### src/rtl/conv_3x3_core_pkg.sv
// Shared constants, FSM states and default kernel for the 3x3 conv core.
// Imported by the interface, the pixel RAM and the top.
package conv_3x3_core_pkg;

  localparam int IMG_W = 8;
  localparam int OUT_W = 6;
  localparam int N_OUT = 36;
  localparam int PIX_W = 8;
  localparam int ACC_W = 16;
  localparam int AW    = 6;
  localparam int KW    = 4;

  typedef enum logic [1:0] {
    S_IDLE,
    S_READ,
    S_LAST,
    S_EMIT
  } state_e;

  localparam logic [KW-1:0] K00_DEF = 4'd1;
  localparam logic [KW-1:0] K01_DEF = 4'd2;
  localparam logic [KW-1:0] K02_DEF = 4'd1;
  localparam logic [KW-1:0] K10_DEF = 4'd2;
  localparam logic [KW-1:0] K11_DEF = 4'd4;
  localparam logic [KW-1:0] K12_DEF = 4'd2;
  localparam logic [KW-1:0] K20_DEF = 4'd1;
  localparam logic [KW-1:0] K21_DEF = 4'd2;
  localparam logic [KW-1:0] K22_DEF = 4'd1;

endpackage

### src/rtl/conv_3x3_core_if.sv
// Host-side bus of the conv core: pixel load/readback, start, results.
// master = host/collector side, slave = conv_3x3_core.
interface conv_3x3_core_if;
  import conv_3x3_core_pkg::*;

  logic             wr;
  logic [AW-1:0]    address;
  logic [PIX_W-1:0] din;
  logic [PIX_W-1:0] rd_data;
  logic             in_st;
  logic [ACC_W-1:0] dout;
  logic             out_st;
  logic             busy;

  modport master (
    output wr, address, din, in_st,
    input  rd_data, dout, out_st, busy
  );

  modport slave (
    input  wr, address, din, in_st,
    output rd_data, dout, out_st, busy
  );

endinterface

### src/rtl/conv_pixel_ram.sv
// 64x8 pixel store: one sync write port, one sync read port, no reset.
// Ports: clk, we_i/waddr_i/wdata_i (write), raddr_i -> rdata_o (1 cycle).
module conv_pixel_ram
  import conv_3x3_core_pkg::*;
(
  input  logic             clk,
  input  logic             we_i,
  input  logic [AW-1:0]    waddr_i,
  input  logic [PIX_W-1:0] wdata_i,
  input  logic [AW-1:0]    raddr_i,
  output logic [PIX_W-1:0] rdata_o
);

  logic [PIX_W-1:0] mem_q [2**AW];

  always_ff @(posedge clk) begin
    if (we_i)
      mem_q[waddr_i] <= wdata_i;
    rdata_o <= mem_q[raddr_i];
  end

endmodule

### src/rtl/conv_3x3_core.sv
// 8x8 image RAM plus 3x3 valid-convolution engine, 11 cycles per result.
// Ports: clk, rst (async high), bus (slave): wr/address/din/rd_data, in_st, dout/out_st/busy.
module conv_3x3_core
  import conv_3x3_core_pkg::*;
#(
  parameter logic [KW-1:0] K00 = K00_DEF,
  parameter logic [KW-1:0] K01 = K01_DEF,
  parameter logic [KW-1:0] K02 = K02_DEF,
  parameter logic [KW-1:0] K10 = K10_DEF,
  parameter logic [KW-1:0] K11 = K11_DEF,
  parameter logic [KW-1:0] K12 = K12_DEF,
  parameter logic [KW-1:0] K20 = K20_DEF,
  parameter logic [KW-1:0] K21 = K21_DEF,
  parameter logic [KW-1:0] K22 = K22_DEF
) (
  input logic              clk,
  input logic              rst,
  conv_3x3_core_if.slave   bus
);

  localparam logic [2:0] LAST_RC = 3'(OUT_W - 1);

  state_e           state_q;
  logic [2:0]       r_q, c_q;
  logic [1:0]       tr_q, tc_q;
  logic [3:0]       ki_q;
  logic             vld_q;
  logic [ACC_W-1:0] acc_q, acc_d;
  logic [ACC_W-1:0] dout_q;
  logic             out_st_q;
  logic             busy_q;
  logic             rdv_q;

  logic             idle;
  logic             we;
  logic [2:0]       prow, pcol;
  logic [AW-1:0]    raddr;
  logic [PIX_W-1:0] ram_q;
  logic [KW-1:0]    kcur;
  logic [ACC_W-1:0] prod;

  assign idle  = (state_q == S_IDLE);
  assign we    = bus.wr && idle;
  assign prow  = r_q + {1'b0, tr_q};
  assign pcol  = c_q + {1'b0, tc_q};
  assign raddr = idle ? bus.address : {prow, pcol};

  conv_pixel_ram u_ram (
    .clk     (clk),
    .we_i    (we),
    .waddr_i (bus.address),
    .wdata_i (bus.din),
    .raddr_i (raddr),
    .rdata_o (ram_q)
  );

  // ki_q names the tap whose pixel is on ram_q this cycle
  always_comb begin
    kcur = '0;
    unique case (ki_q)
      4'd0:    kcur = K00;
      4'd1:    kcur = K01;
      4'd2:    kcur = K02;
      4'd3:    kcur = K10;
      4'd4:    kcur = K11;
      4'd5:    kcur = K12;
      4'd6:    kcur = K20;
      4'd7:    kcur = K21;
      4'd8:    kcur = K22;
      default: kcur = '0;
    endcase
  end

  assign prod  = ACC_W'(kcur) * ACC_W'(ram_q);
  assign acc_d = acc_q + (vld_q ? prod : '0);

  always_ff @(posedge clk or posedge rst) begin
    if (rst) begin
      state_q  <= S_IDLE;
      r_q      <= '0;
      c_q      <= '0;
      tr_q     <= '0;
      tc_q     <= '0;
      ki_q     <= '0;
      vld_q    <= 1'b0;
      acc_q    <= '0;
      dout_q   <= '0;
      out_st_q <= 1'b0;
      busy_q   <= 1'b0;
      rdv_q    <= 1'b0;
    end else begin
      // readback is only meaningful once the RAM port ran an idle cycle
      rdv_q <= idle;
      unique case (state_q)
        S_IDLE: begin
          if (bus.in_st) begin
            state_q <= S_READ;
            busy_q  <= 1'b1;
            r_q     <= '0;
            c_q     <= '0;
            tr_q    <= '0;
            tc_q    <= '0;
            acc_q   <= '0;
            vld_q   <= 1'b0;
          end
        end
        S_READ: begin
          vld_q <= 1'b1;
          ki_q  <= 4'(tr_q) * 4'd3 + 4'(tc_q);
          acc_q <= acc_d;
          if (tc_q == 2'd2) begin
            tc_q <= '0;
            if (tr_q == 2'd2)
              state_q <= S_LAST;
            else
              tr_q <= tr_q + 2'd1;
          end else begin
            tc_q <= tc_q + 2'd1;
          end
        end
        S_LAST: begin
          acc_q    <= acc_d;
          dout_q   <= acc_d;
          out_st_q <= 1'b1;
          vld_q    <= 1'b0;
          state_q  <= S_EMIT;
        end
        S_EMIT: begin
          out_st_q <= 1'b0;
          acc_q    <= '0;
          tr_q     <= '0;
          tc_q     <= '0;
          if (r_q == LAST_RC && c_q == LAST_RC) begin
            state_q <= S_IDLE;
            busy_q  <= 1'b0;
          end else begin
            state_q <= S_READ;
            if (c_q == LAST_RC) begin
              c_q <= '0;
              r_q <= r_q + 3'd1;
            end else begin
              c_q <= c_q + 3'd1;
            end
          end
        end
        default: state_q <= S_IDLE;
      endcase
    end
  end

  assign bus.dout    = dout_q;
  assign bus.out_st  = out_st_q;
  assign bus.busy    = busy_q;
  assign bus.rd_data = rdv_q ? ram_q : '0;

endmodule

### src/flat_wrapper.sv
// flat-port wrapper written by rule: the top's interface ports become plain ports
module conv_3x3_core_flat import conv_3x3_core_pkg::*;
#(
  parameter logic [KW-1:0] K00 = K00_DEF,
  parameter logic [KW-1:0] K01 = K01_DEF,
  parameter logic [KW-1:0] K02 = K02_DEF,
  parameter logic [KW-1:0] K10 = K10_DEF,
  parameter logic [KW-1:0] K11 = K11_DEF,
  parameter logic [KW-1:0] K12 = K12_DEF,
  parameter logic [KW-1:0] K20 = K20_DEF,
  parameter logic [KW-1:0] K21 = K21_DEF,
  parameter logic [KW-1:0] K22 = K22_DEF
)
  (clk, rst, bus_wr, bus_address, bus_din, bus_in_st, bus_rd_data, bus_dout, bus_out_st, bus_busy);
  conv_3x3_core_if bus_i ();
  input logic clk;
  input logic rst;
  input wire logic [$bits(bus_i.wr)-1:0] bus_wr;
  input wire logic [$bits(bus_i.address)-1:0] bus_address;
  input wire logic [$bits(bus_i.din)-1:0] bus_din;
  input wire logic [$bits(bus_i.in_st)-1:0] bus_in_st;
  output wire logic [$bits(bus_i.rd_data)-1:0] bus_rd_data;
  output wire logic [$bits(bus_i.dout)-1:0] bus_dout;
  output wire logic [$bits(bus_i.out_st)-1:0] bus_out_st;
  output wire logic [$bits(bus_i.busy)-1:0] bus_busy;
  assign bus_i.wr = bus_wr;
  assign bus_i.address = bus_address;
  assign bus_i.din = bus_din;
  assign bus_i.in_st = bus_in_st;
  assign bus_rd_data = bus_i.rd_data;
  assign bus_dout = bus_i.dout;
  assign bus_out_st = bus_i.out_st;
  assign bus_busy = bus_i.busy;
  conv_3x3_core #(.K00(K00), .K01(K01), .K02(K02), .K10(K10), .K11(K11), .K12(K12), .K20(K20), .K21(K21), .K22(K22)) u_core (.clk(clk), .rst(rst), .bus(bus_i));
endmodule
### config.mk
export PLATFORM = sky130hd
export DESIGN_NAME = conv_3x3_core_flat
export DESIGN_NICKNAME = d
export VERILOG_FILES = /design/src/rtl/conv_3x3_core_pkg.sv /design/src/rtl/conv_3x3_core_if.sv /design/src/rtl/conv_pixel_ram.sv /design/src/rtl/conv_3x3_core.sv /design/src/flat_wrapper.sv
export SDC_FILE = /design/constraint.sdc
export NUM_CORES = 1
export LEC_CHECK = 0
export CAP_MARGIN = 20
export CORE_UTILIZATION = 35
export CTS_CLUSTER_SIZE = 25
export DETAILED_ROUTE_END_ITERATION = 16
export GPL_TIMING_DRIVEN = 0
export PLACE_DENSITY = 0.5
export SETUP_SLACK_MARGIN = 0.5
export SYNTH_ARGS = -nofsm -noshare
export SYNTH_HDL_FRONTEND = slang
export SYNTH_SLANG_ARGS = --single-unit
### constraint.sdc
create_clock -name clk -period 6.2 [get_ports clk]
set_input_delay 1.24 -clock clk [delete_from_list [all_inputs] [get_ports clk]]
set_output_delay 1.24 -clock clk [all_outputs]
set_load 0.01 [all_outputs]
# After elaboration in Yosys (flattened, before gate mapping)
# Memory sizes are Yosys's and may differ from the RTL's. A register that Yosys moved wholly into a read port is not among the register bits.
# Cells that the tools add are included.
dict set report totals {
  ff_bits 52
  ramBits 512
  mem_bits_ro 48
  inputBits 18
  out_inout_bits 26
  mem_count 2
}
dict set report op_classes {
  n_addsub 8
  mul 2
  n_eq_ne 14
  muxes 31
  n_reduce_logical 15
}
# memory words word_bits rd rd_ports_with_merged_regs write_ports line_no
set memory_table {}
lappend memory_table {u_core.u_ram.mem_q 64 8 1 1 1 conv_pixel_ram.sv:14} ;# logic [PIX_W-1:0] mem_q [2**AW];
lappend memory_table {{(name not given)} 16 3 1 0 0 conv_3x3_core.sv:60} ;# unique case (ki_q)
# op n
set ops {}
lappend ops {{case mux 16 bit (3 select lines)} 1}
lappend ops {{adder 16 bit} 1}
lappend ops {{2-to-1 mux 16 bit} 1}
lappend ops {{2-to-1 mux 3 bit} 5}
lappend ops {{2-to-1 mux 2 bit} 7}
lappend ops {{multiplier 4 x 8 -> 12 bit} 1}
lappend ops {{2-to-1 mux 12 bit} 1}
lappend ops {{case mux 2 bit (3 select lines)} 2}
lappend ops {{case mux 3 bit (2 select lines)} 2}
lappend ops {{AND reduction 3 bit} 3}
lappend ops {{== test 2 bit, second input constant} 4}
lappend ops {{2-to-1 mux 8 bit} 1}
lappend ops {{!= test 2 x 1 -> 1 bit, second input constant} 4}
lappend ops {{case mux 2 bit (4 select lines)} 1}
lappend ops {{AND reduction 4 bit} 2}
lappend ops {{adder 3 x 1 -> 3 bit, second input constant} 2}
lappend ops {{adder 3 x 2 -> 3 bit} 2}
lappend ops {{== test 3 bit, second input constant} 2}
lappend ops {{2-to-1 mux 1 bit} 6}
lappend ops {{2-to-1 mux 6 bit} 1}
lappend ops {{!= test 2 bit, second input constant} 3}
lappend ops {{nonzero test 3 bit} 2}
lappend ops {{adder 2 x 1 -> 2 bit, second input constant} 2}
lappend ops {{adder 4 x 2 -> 4 bit} 1}
lappend ops {{other kinds (9)} 13}

# Longest topological paths before layout
# An unclocked memory read counts as a cell.
dict set report logic_depth {
  depth_word 5
  ltp_mapped 22
  depth_no_buf 22
}

# Modules after synthesis
# From an unflattened synthesis, not the netlist that was laid out.
dict set report unflattened {
  cells_unflattened 1411
  hier_area_um2 24464.7
}
# mod n_inst cells_each area_per_inst_um2 seq_area_each_um2
set modules_own_cells {}
lappend modules_own_cells {conv_pixel_ram 1 940 20166.8 15534.9}
lappend modules_own_cells {conv_3x3_core 1 471 4297.9 1301.2}

# Worst setup path after synthesis
# OpenSTA, ideal clock, no wires.
dict set report synth_timing {
  path_type {flip-flop to flip-flop}
  start {register u_core.ki_q[0]}
  end {register u_core.dout_q[12], in the netlist u_core.bus.dout[12]}
  t_arrival_ns 4.751
  t_required_ns 6.075
  path_slack_ns 1.324
  path_stages_with_launch 20
  n_path_buf 0
  period_less_slack_ns 4.876
  cell_sequence {dfrtp_1 > nor4b_1 > and2_1 > ha_1 > fa_1 > ha_1 > a21o_1 > a21oi_1 > nand2b_1 > a21boi_0 > o41ai_1 > nor2b_1 > o211a_1 > ha_1 > and3_1 > a211oi_1 > inv_1 > a31oi_4 > xnor2_1 > mux2_2}
}
dict set report synth_via {
  elab_chain_len 4
}
# element line_no
set synth_lines {}
lappend synth_lines {{from (decl)} conv_3x3_core.sv:26} ;# logic [3:0] ki_q;
lappend synth_lines {{from (signal assigned)} conv_3x3_core.sv:109} ;# ki_q <= 4'(tr_q) * 4'd3 + 4'(tc_q);
lappend synth_lines {{memory (16 x 3 bit)} -}
lappend synth_lines {{multiplier 4 x 8 -> 12 bit} conv_3x3_core.sv:74} ;# assign prod = ACC_W'(kcur) * ACC_W'(ram_q);
lappend synth_lines {{2-to-1 mux 12 bit} conv_3x3_core.sv:75} ;# assign acc_d = acc_q + (vld_q ? prod : '0);
lappend synth_lines {{adder 16 bit} conv_3x3_core.sv:75}
lappend synth_lines {{to (signal assigned)} conv_3x3_core.sv:87} ;# dout_q <= '0;
lappend synth_lines {{to (signal assigned)} conv_3x3_core.sv:123} ;# dout_q <= acc_d;
lappend synth_lines {{to (decl)} conv_3x3_core.sv:29} ;# logic [ACC_W-1:0] dout_q;
# Every way passes these cells.
# A chain may end at the register's enable or synchronous reset.

# Worst setup path in the final report
# Ends and elaborated chain as after synthesis.

==> summary.txt <==
Drt
  • Wire length per cell: ~24 um
  • DRT antenna net count: 0
  • DRC viols: 0
  • Initial DRC count: 1803
  • DR pass1 iterations: 6
  • Routed wire length: between 80 and 90 mm
  • DR vias: slightly above 20k
  • Vias/cell: 5.62

STA
  • Worst hold slack: 0.484 ns
  • Max Slew Vio Count: 0
  • Setup Viol. Count Final: 0
  • Setup TNS: 0 ns
  • RSZ-0062 raised after global routing: no
  • Final Skew: 0.0232 ns
  • Slew @ Worst Pin: 1.15 ns
  • Final Critical Period: 5.26 ns
  • Fmax: 190 MHz
  • Relative slew slack: 0.223
  • Final Hold Fails: 0
  • Crit share post-route: 0.849

Power
  • Comb power frac: 0.478
  • Int Power: 0.00926 W
  • NetSw: between 0.006 and 0.007 W
  • Clock power share: 0.241
  • Power Total: between 0.015 and 0.02 W
  • PwrDens: 516 mW/mm^2
  • Leakage: 10.6 nW
  • Sw frac: 0.424
  • Sequential share of power: 0.281
  • Worst VDD drop: 0.254 mV

Critical path
  • Slowest stage cell, crit path: fa_1
  • Max incr delay on CP: ~0.46 ns
  • Crit path DAT: about 5.8 ns
  • R2R depth: 19
  • R2R Setup Slk: 0.94 ns
  • Cell Chain, Critical Path: nor2b_1 > and2_1 > ha_1 > fa_1 > ha_1 > a21o_1 > a21oi_1 > nand2b_1 > a21boi_0 > o41ai_1 > nor2b_1 > nor3b_1 > ha_1 > and3_1 > a211oi_2 > inv_1 > a31oi_4 > xnor2_1 > mux2_2
  • Reg2reg end: u_core.bus.dout[12]
  • Worst path most repeated cell: ha_1
  • R2r startpoint: u_core.ki_q[0]
  • Crit end category: flip-flop
  • CP Launch Type: flip-flop
  • Critical path type: flip-flop to flip-flop
  • Worst Path Max Fanout: 8
  • Worst path required time: 6.68 ns

Clock network
  • Clock transition at path regs: about 0.06 ns
  • Root Driver: clkbuf_16
  • Clk_lat worst skew: 0.61 ns
  • Total CTS buffers: 68
  • H-tree levels: 3
  • CTS Sinks: 572
  • TritonCTS clock tree: yes
  • Clock buffer depth: 3

Flow run
  • Max Cap Viol: 0

Floorplanning
  • Chip width: between 200 and 300 um
  • Placeable Area: around 0.076 mm^2
  • Cell row count: 101
  • Total die area: 0.0786 mm^2
  • IO Pins: 44
  • Die Y: 280 um
  • Starting Density: 0.355

Synthesis
  • Yosys top cell by area: edfxtp_1
  • Sequential fraction of the synthesis area: 0.621
  • Mapped Area: about 0.027 mm^2
  • Synthesized instance count: 2401
  • Synth area leaders: edfxtp_1 57%, a21oi_1 11%, dfrtp_1 4.8%, nand2_1 4.2%, o22ai_1 2.6%
  • Synth Warn #: 0
  • Asr flop ratio synth: 0.0909
  • Post-synth EDFFs: 512
  • Avg Cell Area, Syn: 11.3 um^2
  • Share of Yosys cell area claimed by the top area cell type: 0.567
  • Yosys reg bits: 572
  • Mapped Nets: 2472
  • Post-synthesis cell type count: 73
  • Main flop type after synthesis: edfxtp_1

GRT
  • Largest net degree at the start of global routing: 65
  • Vias in the first global route: 19.6k
  • Total gr overflow: 0
  • Total GRT Usage: 0.218
  • First-pass GRT wire length: 126 mm
  • Initial antenna violation count: 0

Worst hold path
  • Hold_sp: u_core.acc_q[0]
  • Hold Path End: u_core.acc_q[0]
  • Min-delay worst type: flip-flop to flip-flop
  • Hold depth: 2

Place
  • DP HPWL: 58.9 mm
  • GPL Wtd Cong: roughly 0.91
  • PortBufs: 39

Cells and area
  • Commonest non-fill, non-tap cell in the layout: a21oi_1
  • Final-stage net count: 2601
  • Most frequent cells in the layout: 579 x a21oi_1, 512 x edfxtp_1, 306 x nand2_1, 112 x o22ai_1, 98 x nor3_1
  • Sequential cell area: ~0.017 mm^2
  • Fill cells: 7251
  • Share of layout cells above drive strength 1: 0.111
  • # diodes: 0
  • Combined area of the multi-input logic cells: just over 0.009 mm^2
  • Area growth from synthesis to layout: 14.9%

Status
  • Status: complete, no violations
## power groups by stage
stage / Clock, W / Sequential [W] / Combinational (W)
5_1_grt: 0.00409 / 0.00453 / 0.00834
3_3_place_gp: 0 / 0.00459 / 0.00745
6_report: 0.00387 / 0.00451 / 0.00769
2_1_floorplan: 0 / 0.00455 / 0.00498
4_1_cts: 0.00394 / 0.00451 / 0.00761
3_5_place_dp: 0 / 0.00458 / 0.00757
## flip-flops by register name (all words and copies together), names as in the netlist
name and count:
u_core.bus.busy 1, u_core.ki_q 4, u_core.bus.out_st 1, u_core.u_ram.mem_q 512, u_core.rdv_q 1, u_core.c_q 3
u_core.tc_q 2, u_core.tr_q 2, u_core.state_q 2, u_core.vld_q 1, u_core.u_ram.rdata_o 8, u_core.acc_q 16
u_core.r_q 3, u_core.bus.dout 16
## worst max-delay path: cells and delay by family (launching register included)
family / cells / cell delay (ns)
simple gates: 6 / 1.48
compound gates: 6 / 1.40
fa+ha+maj: 4 / 1.33
flops: 1 / 0.44
mux: 1 / 0.26
buf+inv: 1 / 0.12
xor+xnor: 1 / 0.12
## routing by layer
metal	vias up	global-route usage	wire length, um
met5	-	0	79
met2	734	0.359	40700
li1	9373	-	-
met3	159	0.0317	5020
met4	2	0.0761	2900
met1	10000	0.291	37500
## worst max-delay path by stage
stage | start | to | slack [ns]
after floorplan | u_core.ki_q[0] | u_core.bus.dout[12] | 1.32
after global placement | u_core.ki_q[0] | u_core.bus.dout[12] | 0.23
after detailed placement | u_core.ki_q[0] | u_core.bus.dout[12] | 0.21
after CTS | u_core.ki_q[2] | u_core.bus.dout[12] | 0.52
after global routing | u_core.ki_q[0] | u_core.bus.dout[12] | 0.54
final | u_core.ki_q[0] | u_core.bus.dout[12] | 0.94
## synth_stat cells (all sizes together), types with 12 or more instances
master,instances
a21oi,580
edfxtp,512
nand2,307
buf,129
o22ai,112
nor3,99
nor2,87
o21ai,62
dfrtp,52
ha,42
inv,42
a211oi,35
and2,35
clkbuf,33
a22oi,32
a31oi,20
nor2b,18
o31ai,18
mux2,16
nor4,16
xnor2,16
nand3,13
or3,13
a22o,12
## stage by stage
stage | std cells | setup slack (ns) | utilization | cell area (um^2)
finish | 3611 | 0.938 | 0.408 | 31200
global route | 3611 | 0.538 | 0.408 | 31200
CTS | 3604 | 0.518 | 0.407 | 31100
detailed placement | 3483 | 0.206 | 0.379 | 29000
global placement | 3470 | 0.225 | 0.377 | 28800
floorplan | 2401 | 1.32 | - | 27100
## layout make-up
type / instances / share of cell area
Buffer: 162 / 0.0307
Clock buffer: 90 / 0.0603
Clock inverter: 31 / 0.00827
Inverter: 42 / 0.00506
Multi-Input combinational cell: 1625 / 0.295
Sequential cell: 572 / 0.540
Tap cell: 1030 / 0.0414
Timing Repair Buffer: 59 / 0.0186
## timing repair
| item | 4_1_cts | 5_1_grt |
|---|---|---|
| resized for setup | 1 | 3 |
| endpoints found under the hold margin | 0 | 0 |
| buffers inserted | 0 | 2 |
| hold buffers | 0 | 0 |
| pin swaps | 0 | 1 |
| endpoints found under the setup margin | 7 | 8 |
## logic make-up after synthesis
kind of cell | count (synthesis) | share of synthesized area
and+or+nand+nor | 627 | 0.106
adders and majority gates | 53 | 0.0275
AOI/OAI and AO/OA | 907 | 0.190
DFF | 572 | 0.621
xor gates and xnor gates | 20 | 0.00673
muxes | 18 | 0.00784
buffers and inverters | 204 | 0.0411
Power figures use the tool's default switching activity.
==> edit 1: new RTL, config.mk and constraints unchanged <==
The package constant `PIX_W` goes from 8 to 7.
--- a/src/rtl/conv_3x3_core_pkg.sv
+++ b/src/rtl/conv_3x3_core_pkg.sv
@@ -5,7 +5,7 @@
   localparam int IMG_W = 8;
   localparam int OUT_W = 6;
   localparam int N_OUT = 36;
-  localparam int PIX_W = 8;
+  localparam int PIX_W = 7;
   localparam int ACC_W = 16;
   localparam int AW    = 6;
   localparam int KW    = 4;
Interface: changed (resized bus_din and bus_rd_data); port bits go from 44 to 42. The function was not compared with the original's and may differ.
==> edit 1 against the original RTL <==
- count of clock-buffer cells in the layout decreased by 22
- synthesized area fell by 11%
- non-clock buffer count is 35 lower
- design area decreased by 11%
- wire length is 11% lower
- sequential power is 11% lower
- total power fell by 12%
- worst setup slack lost 67 ps
- clock skew rose by 1.5 ps
- sequential cell count is 65 lower
- sequential share of layout area down 0.20 points
- highest routed layer unchanged
==> edit 1: results (changes against the original RTL) <==
========================================================================================
Skew-Pair Late Insertion Delay                                                    650 ps   +40 ps
Fraction of layout instances using a drive strength above 1                        0.106   -0.00568
Leakage power                                                                    9.43 nW   -11%
Terminus of the critical flop-to-flop path                                  u_core.acc_q[13]$_DFFE_PP0P_
Most frequent cells after synthesis                                         508 x sky130_fd_sc_hd__a21oi_1, 448 x sky130_fd_sc_hd__edfxtp_1, 276 x sky130_fd_sc_hd__nand2_1
Slowest cell on the critical path                                           sky130_fd_sc_hd__a211oi_1
Worst setup skew after layout                                                    24.7 ps   +1.49 ps
Total half-perimeter wirelength after legalization and detailed placement        52.0 mm   -12%
R2r startpoint                                                              u_core.ki_q[2]$_DFFE_PP0P_
Placement Setup Slack                                                             840 ps   +634 ps
Post-synth EDFFs                                                                     448   -13%
Final weighted congestion in routability-driven placement                          0.882   -3.5%
Number of flip-flops in the largest register                                         448   -13%
Cell family with most CP delay                                              compound AO/OA/AOI/OAI gates
CTS Buf Count                                                                         57   -16%
Via-to-Cell Ratio                                                                   5.69   +1.3%
Reg2Reg Setup Slack                                                               870 ps   -70 ps
Largest stage delay, worst path                                                   690 ps   +230 ps
Post-synthesis sequential area ratio                                               0.615   -0.00550
Count of instances resized after the clock tree is built                               0   -1
Final net count                                                                     2321   -11%
Startpoint of the worst setup timing path                                   u_core.ki_q[2]$_DFFE_PP0P_
Number of nets in the synthesized netlist                                           2219   -10%
Outcome                                                                     finished clean
Hold_sp                                                                     u_core.acc_q[9]$_DFFE_PP0P_
Critical-path maximum fanout                                                           7   -1
Post-synthesis compound-gate area fraction                                         0.188   -0.00226
Adder-cell share of the synthesized area                                          0.0284   +0.000932
Synth unique cells                                                                    70   -4.1%
First-pass GRT wire length                                                        114 mm   -9.3%
Vias in the first global route                                                     17529   -11%
Worst supply voltage drop on vdd                                              0.000249 V   -2.0%
Max H-tree Level                                                                       2   -1
Global Route Usage Sum                                                             0.219   +0.00110
Initial antenna violation count                                                        4   +4
Capture endpoint of the worst hold path                                     u_core.acc_q[9]$_DFFE_PP0P_
Wire length per cell after detailed routing                                      24.2 um   +1.3%
Relative slew slack                                                                0.264   +0.0405
Ys async rst share                                                                 0.103   +0.0117
Number of detailed-route iterations in the first pass                                  5   -1
========================================================================================
edit 1: cell count changes after synthesis, sizes merged, moves of 5 or more:
cell    delta
a211oi     -5
a21o       +6
a21oi     -72
buf       -19
edfxtp    -64
inv        -5
nand2     -29
nor2       +7
nor3      -10
o21ai      -7
o22ai     -14
edit 1: layout make-up:
cell class / count / area, sq um
timing repair buffer: 43 / 420
multi-input combinational: 1466 / 8310
fill: 6560 / 40800
clock buffer: 68 / 1470
sequential: 507 / 14900
buffer: 143 / 867
tap: 882 / 1100
clock inverter: 39 / 463
inverter: 37 / 139
edit 1: kinds of logic (layout without fill, tap and decap cells):
group	count (synthesis)	after routing
buf+inv	180	330
flops	507	507
xor+xnor	22	22
simple gates	576	576
fa+ha+maj	49	49
compound gates	799	799
mux	20	20
edit 1: metal layers:
layer / part of all wire / global-route usage
met2: 0.46 / 0.352
met3: 0.069 / 0.0313
met5: 0.00017 / 0
met4: 0.028 / 0.0669
met1: 0.44 / 0.305
edit 1: through the flow:
stage | hold slack [ps] | utilization | std cells
finish | 485 | 0.404 | 3185
CTS | 488 | 0.404 | 3183
floorplan | 445 | - | 2153
global placement | 464 | 0.375 | 3073
global route | 509 | 0.404 | 3185
detailed placement | 475 | 0.376 | 3076
edit 1: where the power goes:
| group | internal (mW) | total [mW] | leakage [nW] | switching (mW) |
|---|---|---|---|---|
| registers | 3.88 | 4.01 | 4.77 | 0.132 |
| logic | 2.32 | 6.71 | 3.74 | 4.39 |
| clock network | 2.03 | 3.50 | 0.914 | 1.46 |
edit 1: worst register-to-register path: cells and delay by family, from the launching register on:
family	cells	cell delay (ps)
buffers and inverters	1	50
muxes	1	320
DFF	1	380
and+or+nand+nor	6	900
xor gates and xnor gates	1	140
adders and majority gates	3	1220
AOI/OAI and AO/OA	9	2200
==> edit 2: new RTL, same settings <==
Made on the original files. Make the reset (`rst`) synchronous in one clocked block. Comments in the files are not updated.
--- a/src/rtl/conv_3x3_core.sv
+++ b/src/rtl/conv_3x3_core.sv
@@ -74,7 +74,7 @@
   assign prod  = ACC_W'(kcur) * ACC_W'(ram_q);
   assign acc_d = acc_q + (vld_q ? prod : '0);
 
-  always_ff @(posedge clk or posedge rst) begin
+  always_ff @(posedge clk) begin
     if (rst) begin
       state_q  <= S_IDLE;
       r_q      <= '0;
Function: changed (Yosys sat finds a counterexample within 4 cycles, from zero or initial values and one cycle with rst high; the reset may be asserted at any time).
==> edit 2 against the original RTL <==
- die area is 0.28% lower
- hold slack worse by 13 ps
- total power is 16% lower
- worst setup slack better by 250 ps
- wire length is 2.4% higher
- sequential cell count is 3 higher
- design area is 0.42% lower
- synthesized area is 0.28% lower
==> edit 2: results (changes against the original RTL) <==
========================================================================================
HP Class                                                                    register to register
Outcome                                                                     finished clean
Post-route antenna net violation count                                                 0   unchanged
Final max-slew violation count                                                         0   unchanged
Synth area leaders                                                          sky130_fd_sc_hd__edfxtp_1 57%, sky130_fd_sc_hd__a21oi_1 8.4%, sky130_fd_sc_hd__nand2_1 4.9%
Worst Reg-to-Reg Cells                                                                20   +1
CTS Buf Count                                                                         68   unchanged
DRT iter0 DRCs                                                                      2027   +12%
Ys async rst share                                                                     0   -0.0909
Synth unique cells                                                                    63   -14%
Worst setup skew after layout                                                    21.8 ps   -1.47 ps
Most frequent cells after synthesis                                         512 x sky130_fd_sc_hd__edfxtp_1, 454 x sky130_fd_sc_hd__a21oi_1, 350 x sky130_fd_sc_hd__nand2_1
Number of setup buffers added after CTS                                                0   unchanged
Clock slew seen by the registers of the worst setup and hold paths                 60 ps   about the same
Crit start category                                                             register
Synth Warn #                                                                           0   unchanged
Hold depth                                                                             2   unchanged
Initial antenna violation count                                                        4   +4
Total routed wirelength                                                          88.2 mm   +2.4%
Total via count after detailed routing                                             20600   +1.5%
Dominant synthesized flop cell                                              sky130_fd_sc_hd__edfxtp_1
Number of flip-flops in the largest register                                         512   unchanged
Count of instances resized after the clock tree is built                               0   -1
Critical-path maximum fanout                                                           8   unchanged
PortBufs                                                                              40   +2.6%
Number of detailed-route iterations in the first pass                                  5   -1
Largest net degree at the start of global routing                                     65   unchanged
Post-synthesis sequential area ratio                                               0.615   -0.00565
Total half-perimeter wirelength after legalization and detailed placement        59.9 mm   +1.7%
Final net count                                                                     2646   +1.7%
Post-synth EDFFs                                                                     512   unchanged
First-pass GRT wire length                                                        128 mm   +1.3%
Transition time at the pin with the least slew margin                            1210 ps   +54.9 ps
Max H-tree Level                                                                       3   unchanged
Global Route Usage Sum                                                             0.222   +0.00487
Vias in the first global route                                                     19610   +0.041%
Clock root buffer                                                           sky130_fd_sc_hd__clkbuf_16
Endpoint kind of the worst setup timing path                                    register
Final cell count without fillers                                                    3658   +1.3%
Cells after synthesis                                                               2455   +2.2%
Placed Instances                                                                    3533   +1.4%
Top reg by flops                                                            u_core.u_ram.mem_q
Largest stage delay, worst path                                                   510 ps   +50 ps
Cell family with most CP delay                                              simple AND/OR/NAND/NOR gates
Ant. Diodes                                                                            0   unchanged
R2r startpoint                                                              u_core.kcur[2]$_SDFF_PP0_
Fraction of layout instances using a drive strength above 1                       0.0795   -0.0317
Worst supply voltage drop on vdd                                              0.000193 V   -24%
Final weighted congestion in routability-driven placement                          0.930   +1.7%
Slowest cell on the critical path                                           sky130_fd_sc_hd__fa_1
Hold_sp                                                                     u_core.acc_q[0]$_SDFFE_PP0P_
Skew-Pair Late Insertion Delay                                                    610 ps   about the same
Leakage power                                                                    10.3 nW   -3.3%
Clock tree buffer depth                                                                3   unchanged
========================================================================================
-- edit 2: where the power goes --
group          internal [mW]  switching [mW]
logic                   1.65            3.54
registers               4.32          0.0897
clock network           2.33            1.60
total                   8.30            5.22
-- edit 2: final timing paths --
check / endpoint / slack (ps)
max: u_core.acc_q[15]$_SDFFE_PP0P_ / 1180
min: u_core.acc_q[0]$_SDFFE_PP0P_ / 470
max reg2reg: u_core.acc_q[15]$_SDFFE_PP0P_ / 1180
min reg2reg: u_core.acc_q[0]$_SDFFE_PP0P_ / 470
-- edit 2: area by class of cell --
cell class,instances,area (sq um)
buffer,167,797
clock buffer,93,1920
clock inverter,30,236
fill,7267,45200
inverter,41,154
multi-input combinational,1672,9460
sequential,575,16600
tap,1030,1290
timing repair buffer,50,528
-- edit 2: layer usage --
metal / global-route usage / part of all wire
met1: 0.301 / 0.44
met3: 0.0326 / 0.059
met4: 0.0841 / 0.034
met5: 0 / 0.00026
met2: 0.360 / 0.46
-- edit 2: cells by family (layout without fill, tap and decap cells) --
group           Yosys count  count (layout)  synth area share
compound gates          836             836             0.182
xor+xnor                 20              20           0.00648
fa+ha+maj                53              53            0.0276
buf+inv                 208             381            0.0352
flops                   575             575             0.615
mux                      28              28            0.0104
simple gates            735             735             0.123
-- edit 2: metrics by stage --
step / setup slack, ps / hold slack (ps) / power [mW] / utilization / cell area (sq um)
floorplan: 1830 / 436 / 7.80 / - / 27000
global placement: 693 / 455 / 9.56 / 0.377 / 28700
detailed placement: 745 / 459 / 9.62 / 0.379 / 28900
CTS: 1160 / 467 / 13.6 / 0.407 / 31000
global route: 862 / 489 / 14.2 / 0.407 / 31000
finish: 1180 / 471 / 13.5 / 0.407 / 31000
-- edit 2: worst reg2reg max path: stages (launching register included) --
cell and delay, ps:
sky130_fd_sc_hd__dfxtp_1 370, sky130_fd_sc_hd__and2_1 190, sky130_fd_sc_hd__ha_1 300, sky130_fd_sc_hd__fa_1 510, sky130_fd_sc_hd__inv_1 60, sky130_fd_sc_hd__fa_1 390
sky130_fd_sc_hd__nor2b_1 160, sky130_fd_sc_hd__o21ai_0 120, sky130_fd_sc_hd__a21oi_1 190, sky130_fd_sc_hd__o21ai_0 130, sky130_fd_sc_hd__nor2b_1 170, sky130_fd_sc_hd__xnor2_1 130
sky130_fd_sc_hd__and2_1 190, sky130_fd_sc_hd__ha_1 400, sky130_fd_sc_hd__and3_1 220, sky130_fd_sc_hd__a221o_1 230, sky130_fd_sc_hd__a21oi_2 100, sky130_fd_sc_hd__o31ai_4 280
sky130_fd_sc_hd__nand4_1 210, sky130_fd_sc_hd__or4b_1 500, sky130_fd_sc_hd__a31oi_1 130
